--- src/rtl/buffer_access_arbiter.sv ---
// Buffer access arbiter: grants one burst at a time, round-robin, to two
// requesters sharing the write/read data buffer (two DEPTH-deep sync FIFOs).
// Credit counters mirror both FIFO levels so a burst is only admitted when
// the write FIFO has room for it or the read FIFO already holds it.
module buffer_access_arbiter #(
    parameter int unsigned DEPTH = 8,
    parameter int unsigned LEN_W = 4
) (
    input  logic               sys_clk,
    input  logic               rst,
    input  logic [1:0]         req,
    input  logic [1:0]         req_write,
    input  logic [2*LEN_W-1:0] req_len,
    output logic [1:0]         gnt,
    output logic               beat,
    output logic               done,
    output logic               buf_ready,
    output logic               buf_mem_write,
    output logic               buf_mem_read,
    input  logic               wfifo_pop,
    input  logic               rfifo_push,
    output logic [LEN_W-1:0]   wr_level,
    output logic [LEN_W-1:0]   rd_level,
    output logic               busy,
    output logic               err
);

    typedef enum logic [1:0] {
        IDLE = 2'd0,
        XFER = 2'd1,
        DONE = 2'd2
    } state_t;

    localparam logic [LEN_W:0]   DEPTH_X = (LEN_W+1)'(DEPTH);
    localparam logic [LEN_W-1:0] DEPTH_L = LEN_W'(DEPTH);
    localparam logic [LEN_W-1:0] ONE_L   = LEN_W'(1);

    state_t           state;
    state_t           state_next;

    // Latched burst context
    logic             idx;
    logic             dir;
    logic [LEN_W-1:0] cnt;
    // Requester served most recently; the other one has priority
    logic             last;

    logic [LEN_W-1:0] len0;
    logic [LEN_W-1:0] len1;
    logic [1:0]       len_ok;
    logic [1:0]       elig;
    logic             win;
    logic             win_dir;
    logic [LEN_W-1:0] win_len;
    logic [LEN_W:0]   wr_space;

    // Next values of the registered outputs
    logic [1:0]       gnt_d;
    logic             beat_d;
    logic             done_d;
    logic             mem_write_d;
    logic             mem_read_d;
    logic             busy_d;
    logic             sel_idx;
    logic             sel_dir;
    logic [LEN_W-1:0] wr_level_d;
    logic [LEN_W-1:0] rd_level_d;
    logic             err_d;
    logic             wr_beat;
    logic             rd_beat;

    assign len0 = req_len[LEN_W-1:0];
    assign len1 = req_len[2*LEN_W-1:LEN_W];

    // Admission check: one burst is eligible only if the FIFO it touches can absorb or supply it
    function automatic logic can_admit(
        input logic             r,
        input logic             w,
        input logic             ok,
        input logic [LEN_W-1:0] l,
        input logic [LEN_W:0]   space,
        input logic [LEN_W-1:0] rl
    );
        logic fits;
        if (w) begin
            fits = (space >= {1'b0, l});
        end else begin
            fits = ({1'b0, rl} >= {1'b0, l});
        end
        return r && ok && fits;
    endfunction

    // Eligibility of each requester and the round-robin winner
    always_comb begin
        wr_space  = DEPTH_X - {1'b0, wr_level};
        len_ok[0] = (len0 != '0) && ({1'b0, len0} <= DEPTH_X);
        len_ok[1] = (len1 != '0) && ({1'b0, len1} <= DEPTH_X);
        elig[0]   = can_admit(req[0], req_write[0], len_ok[0], len0, wr_space, rd_level);
        elig[1]   = can_admit(req[1], req_write[1], len_ok[1], len1, wr_space, rd_level);
        // Requester 1 wins when it is alone, or when both are eligible and 0 was served last
        win       = elig[1] & (~elig[0] | ~last);
        win_dir   = req_write[win];
        win_len   = win ? len1 : len0;
    end

    // State register
    always_ff @(posedge sys_clk) begin
        if (rst) begin
            state <= IDLE;
        end else begin
            state <= state_next;
        end
    end

    // Next-state logic: admit, run exactly len beats, one done cycle
    always_comb begin
        state_next = state;
        case (state)
            IDLE: begin
                if (|elig) begin
                    state_next = XFER;
                end
            end
            XFER: begin
                if (cnt == ONE_L) begin
                    state_next = DONE;
                end
            end
            DONE: begin
                state_next = IDLE;
            end
            default: begin
                state_next = IDLE;
            end
        endcase
    end

    // Output decode from the upcoming state so every output can be registered
    always_comb begin
        sel_idx     = (state == IDLE) ? win : idx;
        sel_dir     = (state == IDLE) ? win_dir : dir;
        gnt_d       = '0;
        beat_d      = 1'b0;
        mem_write_d = 1'b0;
        mem_read_d  = 1'b0;
        if (state_next == XFER) begin
            gnt_d[sel_idx] = 1'b1;
            beat_d         = 1'b1;
            mem_write_d    = sel_dir;
            mem_read_d     = ~sel_dir;
        end
        done_d = (state_next == DONE);
        busy_d = (state_next != IDLE);
    end

    // Burst context: latch winner on admission, count beats, remember who was served
    always_ff @(posedge sys_clk) begin
        if (rst) begin
            idx  <= 1'b0;
            dir  <= 1'b0;
            cnt  <= '0;
            last <= 1'b1;
        end else begin
            case (state)
                IDLE: begin
                    if (|elig) begin
                        idx <= win;
                        dir <= win_dir;
                        cnt <= win_len;
                    end
                end
                XFER: begin
                    cnt <= cnt - ONE_L;
                end
                DONE: begin
                    last <= idx;
                end
                default: begin
                    cnt <= '0;
                end
            endcase
        end
    end

    // Credit counters and sticky error, driven by this cycle's beat and the memory-side pulses
    always_comb begin
        wr_beat    = beat & buf_mem_write;
        rd_beat    = beat & buf_mem_read;
        wr_level_d = wr_level;
        rd_level_d = rd_level;
        err_d      = err;
        if (wr_beat && !wfifo_pop) begin
            wr_level_d = wr_level + ONE_L;
        end else if (!wr_beat && wfifo_pop) begin
            if (wr_level == '0) begin
                err_d = 1'b1;
            end else begin
                wr_level_d = wr_level - ONE_L;
            end
        end
        if (rfifo_push && !rd_beat) begin
            if (rd_level == DEPTH_L) begin
                err_d = 1'b1;
            end else begin
                rd_level_d = rd_level + ONE_L;
            end
        end else if (rd_beat && !rfifo_push) begin
            rd_level_d = rd_level - ONE_L;
        end
        // Request lengths are only looked at while idle
        if ((state == IDLE) && (|(req & ~len_ok))) begin
            err_d = 1'b1;
        end
    end

    // Output registers
    always_ff @(posedge sys_clk) begin
        if (rst) begin
            gnt           <= '0;
            beat          <= 1'b0;
            done          <= 1'b0;
            buf_ready     <= 1'b0;
            buf_mem_write <= 1'b0;
            buf_mem_read  <= 1'b0;
            busy          <= 1'b0;
            wr_level      <= '0;
            rd_level      <= '0;
            err           <= 1'b0;
        end else begin
            gnt           <= gnt_d;
            beat          <= beat_d;
            done          <= done_d;
            buf_ready     <= beat_d;
            buf_mem_write <= mem_write_d;
            buf_mem_read  <= mem_read_d;
            busy          <= busy_d;
            wr_level      <= wr_level_d;
            rd_level      <= rd_level_d;
            err           <= err_d;
        end
    end

endmodule

--- config.mk ---
export PLATFORM = sky130hd
export DESIGN_NAME = buffer_access_arbiter
export DESIGN_NICKNAME = d
export VERILOG_FILES = /design/src/rtl/buffer_access_arbiter.sv
export SDC_FILE = /design/constraint.sdc
export NUM_CORES = 1
export LEC_CHECK = 0
export BUFFER_PORTS_ARGS = -buffer_cell sky130_fd_sc_hd__buf_2
export CAP_MARGIN = 20
export CELL_PAD_IN_SITES_DETAIL_PLACEMENT = 0
export CELL_PAD_IN_SITES_GLOBAL_PLACEMENT = 1
export CORE_AREA = 3 3 75 77
export DETAILED_ROUTE_END_ITERATION = 8
export DIE_AREA = 0 0 78 80
export GPL_ROUTABILITY_DRIVEN = 0
export PLACE_DENSITY_LB_ADDON = 0.1
export SYNTH_ARGS = -nofsm -noshare
export SYNTH_HDL_FRONTEND = slang
export SYNTH_SLANG_ARGS = --single-unit
export TNS_END_PERCENT = 50
--- constraint.sdc ---
create_clock -name sys_clk -period 2.3 [get_ports sys_clk]
set_input_delay 0.23 -clock sys_clk [delete_from_list [all_inputs] [get_ports sys_clk]]
set_output_delay 0.23 -clock sys_clk [all_outputs]
set_load 0.05 [all_outputs]
==> run summary, run 1 <==
Clock Latency Late Sink: 0.27 ns
postcts setup bufs: 0
crit path launch type: flop
Via density: 4.87
Rel. slew slack: 72.3%
final WL: 4500 um
HP Class: input pin to flop
CTS Hold Bufs: 0
die height: 80 um
post-synthesis net count: 256
CTS root buffer: clkbuf_8
CP max FO: 3
input/output buffers: 32
Worst Max-Slew Pin Slew: 0.414 ns
Iteration-0 DRC Markers: 34
number of global-route vias before repair: 1,633
Die Wd: 78 um
largest net degree at the start of global routing: 20
Power Density: 1150 nW/um^2
final worst-path cycle share: 100%
clk sinks: 25
Peak Freq: 434 MHz
sequential share of power: 25.4%
row cnt: 26
first-pass GRT wire length: 7530 um
clock-pin slew on the worst setup and hold paths: 0.09 ns
dominant cells by area after synthesis: dfxtp_1 (27%), ha_1 (17%), inv_1 (4.3%), nor2_1 (4.3%), xnor2_1 (3.8%)
Max clock buf depth: 2
CP most frequent cell: ha_4
Antenna Nets Post-Route: 0
Int Pwr: 1.44 mW
register area: 518 um^2
area grow syn2layout: 27.3%
Hold Vio Cnt, Final: 0
crit path capture type: flop
layout cells sized above 1: 34.4%
DR vias: 1,586
Hold Path Depth: 2
diode count: 0
final setup fails: 1
dpl hpwl: 3720 um
top post-synthesis cells by count: dfxtp_1 (25), ha_1 (25), inv_1 (21), nor2_1 (21), nand2_1 (15)
ys flop type: dfxtp_1
GR Util All Layers: 15.3%
fin. max-slew vios: 0
multi-input logic area: 1330 um^2
DRC viols: 0
leak pwr: 1.08 nW
final instance area: 2320 um^2
instance count of the mapped netlist: 213
unique cell type count in the Yosys netlist: 48
cell-by-cell listing of the critical path: inv_4 > ha_4 > xnor2_4 > ha_4 > o21ai_2 > o2111a_2 > or2_4 > nor2_4 > mux2i_4 > a311oi_2
die area: 6240 um^2
Post-Syn Area: 1830 um^2
dpl cell area: 2190 um^2
TritonCTS clock tree: yes
final worst setup slack: -0.00577 ns
Initial Util: 36.0%
Fillers: 527
worst hold margin: 0.354 ns
nets@finish: 300
global route overflow: 0
r2r worst-path depth: 10
VDD IR max: 0.000564 V
worst stage delay on the critical path: 0.38 ns
I/O Pins: 33
crit path max-delay cell type: dfxtp_4
overall power: 2.68 mW
Placeable Area: 5070 um^2
Post-synth EDFFs: 0
clock power share: 10.1%
area leader, netlist: dfxtp_1
TritonCTS buffer count: 3
crit path DAT: 2.45 ns
Post-synth ARST share: 0%
status: complete, but fails checks
Yosys warnings: 0
number of synthesized register bits: 25
Comb power frac: 64.5%
skew final: 0.00326 ns
drt wl/cell: 13.8 um
Syn Area/Cell: 8.57 um^2
failing checks: setup timing
Crit Path Class: flop to flop
RSZ-0062 raised after global routing: yes
Sw Pwr: 1.24 mW
area fraction of the dominant cell type after synthesis: 27.4%
antenna violations before repair: 0
Switching Fraction: 46.4%
max cap viols: 0
post-route minimum period: 2.31 ns
DRT Pass-1 Iters: 4
H-tree Lvls: 1
CP Data Required Time: 2.45 ns
sequential cell area fraction in the yosys report: 27.4%
## layout by cell type, fill, tap and decap left out, types with 2 or more instances in the layout
cell	n
buf_2	32
ha_1	22
nor2_1	21
inv_1	18
dfxtp_1	17
nand2_1	15
buf_4	13
nor3_1	8
xnor2_1	7
nand2b_1	6
a21oi_1	6
o21ai_0	6
mux2i_1	5
dfxtp_2	5
nor3_2	4
xor2_1	4
a211oi_1	4
nand3_1	3
a21o_1	3
ha_4	3
clkbuf_8	3
dfxtp_4	3
inv_4	2
inv_2	2
o21ai_1	2
o2111a_2	2
a211oi_2	2
nor4_1	2
a221oi_1	2
a311oi_2	2
and3_1	2
or2_2	2
a31o_1	2
fa_1	2
## sequential cells by signal (all words and copies together), names as in the netlist
register       count
cnt                4
rd_level           4
wr_level           4
gnt                2
state              2
buf_mem_read       1
buf_mem_write      1
buf_ready          1
busy               1
dir                1
done               1
err                1
idx                1
last               1
## per-layer routing
| layer | GRT usage, % | up-vias | wire length (um) |
|---|---|---|---|
| li1 | - | 833 | - |
| met1 | 17.0 | 734 | 2000 |
| met2 | 30.1 | 15 | 2340 |
| met3 | 2.93 | 4 | 102 |
| met4 | 2.97 | 0 | 54 |
| met5 | 0 | - | 0 |
## stage by stage
stage,worst slack [ns],TNS (ns),util (%),cells
after floorplan,-0.0175,-0.0175,-,213
after global placement,-0.0739,-0.155,43.2,322
after detailed placement,-0.0531,-0.0651,43.2,322
after CTS,0.00436,0,44.4,326
after global routing,-0.117,-0.687,45.8,326
final,-0.00577,-0.00577,45.8,326
## power by group through the flow
stage	combinational, mW	clock [mW]	sequential (mW)
after global routing	1.92	0.307	0.703
after CTS	1.60	0.287	0.674
final	1.73	0.270	0.682
after detailed placement	1.59	0	0.680
after floorplan	0.943	0	0.930
after global placement	1.58	0	0.681
## area by class of cell
class,count,area share [%]
Multi-Input combinational cell,160,57.1
Sequential cell,25,22.3
Timing Repair Buffer,45,11.1
Tap cell,70,3.77
Inverter,22,3.71
Clock buffer,3,1.78
Clock inverter,1,0.269
## logic make-up after synthesis
group / after synthesis / synth area share [%]
AOI/OAI and AO/OA: 40 / 16.5
xor gates and xnor gates: 12 / 5.76
adders and majority gates: 27 / 19.3
buffers and inverters: 28 / 6.17
DFF: 25 / 27.4
muxes: 6 / 3.29
and+or+nand+nor: 75 / 21.6
## final timing paths
kind | endpoint | start | slack (ns)
max | dir$_SDFFE_PP0P_ | wr_level[0]$_SDFFE_PP0P_ | -0.006
min | wr_level[1]$_SDFFE_PP0P_ | rst | 0.35
max reg2reg | dir$_SDFFE_PP0P_ | wr_level[0]$_SDFFE_PP0P_ | -0.006
min reg2reg | err$_SDFF_PP0_ | err$_SDFF_PP0_ | 0.52
## critical path, delay by kind of cell (launching register included)
| family | cells | cell delay (ns) |
|---|---|---|
| xor gates and xnor gates | 1 | 0.13 |
| adders and majority gates | 2 | 0.44 |
| AOI/OAI and AO/OA | 3 | 0.44 |
| and+or+nand+nor | 2 | 0.45 |
| muxes | 1 | 0.29 |
| DFF | 1 | 0.38 |
| buffers and inverters | 1 | 0.05 |
## timing repair
action | CTS | global route
pin swaps | 0 | 9
gates resized for setup | 2 | 13
endpoints found under the setup margin | 5 | 9
cloned | 0 | 0
Note: power is estimated with default switching activity, not from simulation.
==> run 2: changes to the inputs <==
CAP_MARGIN = 25   (was 20)
CELL_PAD_IN_SITES_DETAIL_PLACEMENT = 2   (was 0)
CELL_PAD_IN_SITES_GLOBAL_PLACEMENT = 2   (was 1)
CORE_AREA = 3 3 83 85   (was 3 3 75 77)
DIE_AREA = 0 0 86 88   (was 0 0 78 80)
==> run 2 against run 1 <==
  * The flow still finishes with violations (setup timing)
  * Critical path depth unchanged
  * First-iteration DRC count down 12%
  * Count of clock-buffer cells in the layout unchanged
  * Setup slack worse by 0.033 ns
  * Clock skew up 0.0048 ns
  * Worst hold slack worse by 0.020 ns
  * Final area up 5.7%
  * Die area up 21%
  * Via count up 8.2%
  * Clock power up 6%
  * Critical path type unchanged
  * Critical endpoint is now cnt[2]$_SDFFE_PP0P_
  * Largest power group unchanged
==> run summary, run 2 (synthesis gave the netlist of run 1 again) <==
final WL: 5720 um
top flop regs: cnt: 4 flops, rd_level: 4 flops, wr_level: 4 flops
final worst setup slack: -0.0387 ns
dpl hpwl: 4600 um
Hold Vio Cnt, Final: 0
status: complete, but fails checks
TritonCTS buffer count: 3
I/O Pins: 33
Antenna Nets Post-Route: 0
Clock Latency Late Sink: 0.28 ns
fin. max-slew vios: 0
Via density: 5.06
overall power: 2.89 mW
Fillers: 715
Worst Max-Slew Pin Slew: 0.747 ns
die area: 7570 um^2
crit path capture type: flop
Initial Util: 29.1%
clock-pin slew on the worst setup and hold paths: 0.10 ns
RR Endpoint: cnt[2]$_SDFFE_PP0P_
GR Util All Layers: 15.9%
commonest cells after routing, fill and taps aside: buf_2 (32), ha_1 (22), nor2_1 (20)
input/output buffers: 32
largest net degree at the start of global routing: 20
layout cells sized above 1: 39.7%
Power Density: 1170 nW/um^2
commonest non-fill, non-tap cell in the layout: buf_2
Iteration-0 DRC Markers: 30
skew final: 0.00806 ns
Peak Freq: 428 MHz
H-tree Lvls: 1
DRC viols: 0
Hold Path Depth: 3
number of global-route vias before repair: 1,843
DRT Pass-1 Iters: 2
Hold Startpoint: req_len[3]
first-pass GRT wire length: 9410 um
CP max FO: 4
Crit Path Class: flop to flop
RSZ-0062 raised after global routing: yes
post-route minimum period: 2.34 ns
HP Class: input pin to flop
antenna violations before repair: 0
die height: 88 um
row cnt: 29
CTS root buffer: clkbuf_8
r2r startpoint: rd_level[0]$_SDFFE_PP0P_
r2r worst-path depth: 10
Hold Path End: cnt[3]$_SDFFE_PP0P_
Die Wd: 86 um
area grow syn2layout: 34.6%
worst hold margin: 0.333 ns
final worst-path cycle share: 102%
VDD IR max: 0.000654 V
nets@finish: 306
drt wl/cell: 16.9 um
crit path launch type: flop
final setup fails: 2
Rel. slew slack: 50.0%
clk sinks: 25
failing checks: setup timing
diode count: 0
CP Data Required Time: 2.49 ns
TritonCTS clock tree: yes
global route overflow: 0
setup slack, reg-to-reg: -0.04 ns
max cap viols: 0
CTS Hold Bufs: 0
Placeable Area: 6280 um^2
DR vias: 1,716
crit path DAT: 2.53 ns
Worst Setup SP: rd_level[0]$_SDFFE_PP0P_
leak pwr: 1.13 nW
Max clock buf depth: 2
[run 2: per-stage QoR]
step	utilization (%)	TNS (ns)	worst slack [ns]	cell area, um^2	cells
floorplan	-	-0.0175	-0.0175	1880	213
global placement	35.4	-0.460	-0.110	2220	332
detailed placement	35.4	-0.557	-0.123	2220	332
CTS	37.0	-0.00615	-0.00615	2320	339
global route	39.1	-0.891	-0.120	2460	339
finish	39.1	-0.0520	-0.0387	2460	339
[run 2: worst max-delay path, cell delays in order (launching register included)]
cell and delay [ns]:
dfxtp_4 0.37, inv_4 0.04, ha_4 0.24, nand2b_4 0.12, a21oi_4 0.05, or4b_4 0.55
o22ai_4 0.21, buf_4 0.18, a21oi_4 0.08, a31o_1 0.22, a31o_1 0.17
[run 2: timing repair]
| action | 4_1_cts | 5_1_grt |
|---|---|---|
| pin swaps | 3 | 14 |
| gates resized for setup | 7 | 24 |
| gates cloned | 0 | 0 |
| setup buffers | 3 | 0 |
| setup endpoints to repair | 9 | 13 |
[run 2: layout make-up]
class / instances / area [um^2] / area share [%]
clock buffers: 3 / 41.3 / 1.68
clock inverters: 1 / 6.26 / 0.255
inverters: 22 / 88.8 / 3.62
multi-input cells: 160 / 1400 / 56.8
flip-flops and latches: 25 / 519 / 21.1
well taps: 77 / 96.3 / 3.92
repair buffers: 51 / 310 / 12.6
[run 2: layer usage]
metal  up-vias  global-route usage (%)  part of all wire [%]
li1        849                       -                     -
met1       850                    18.3                    43
met2        15                    30.8                    54
met3         2                    2.82                   2.4
met4         0                    2.59                  0.58
met5         -                       0                     0
[run 2: how the worst max path moves through the flow]
stage	to
after floorplan	dir$_SDFFE_PP0P_
after global placement	cnt[0]$_SDFFE_PP0P_
after detailed placement	cnt[2]$_SDFFE_PP0P_
after CTS	buf_mem_read$_SDFF_PP0_
after global routing	gnt[0]$_SDFF_PP0_
final	cnt[2]$_SDFFE_PP0P_
[run 2: where the power goes]
group	internal, mW	total [mW]	switching, mW	leakage (nW)
clock	0.124	0.287	0.163	0.0260
sequential	0.564	0.677	0.114	0.209
combinational	0.837	1.92	1.08	0.896
total	1.53	2.89	1.36	1.13
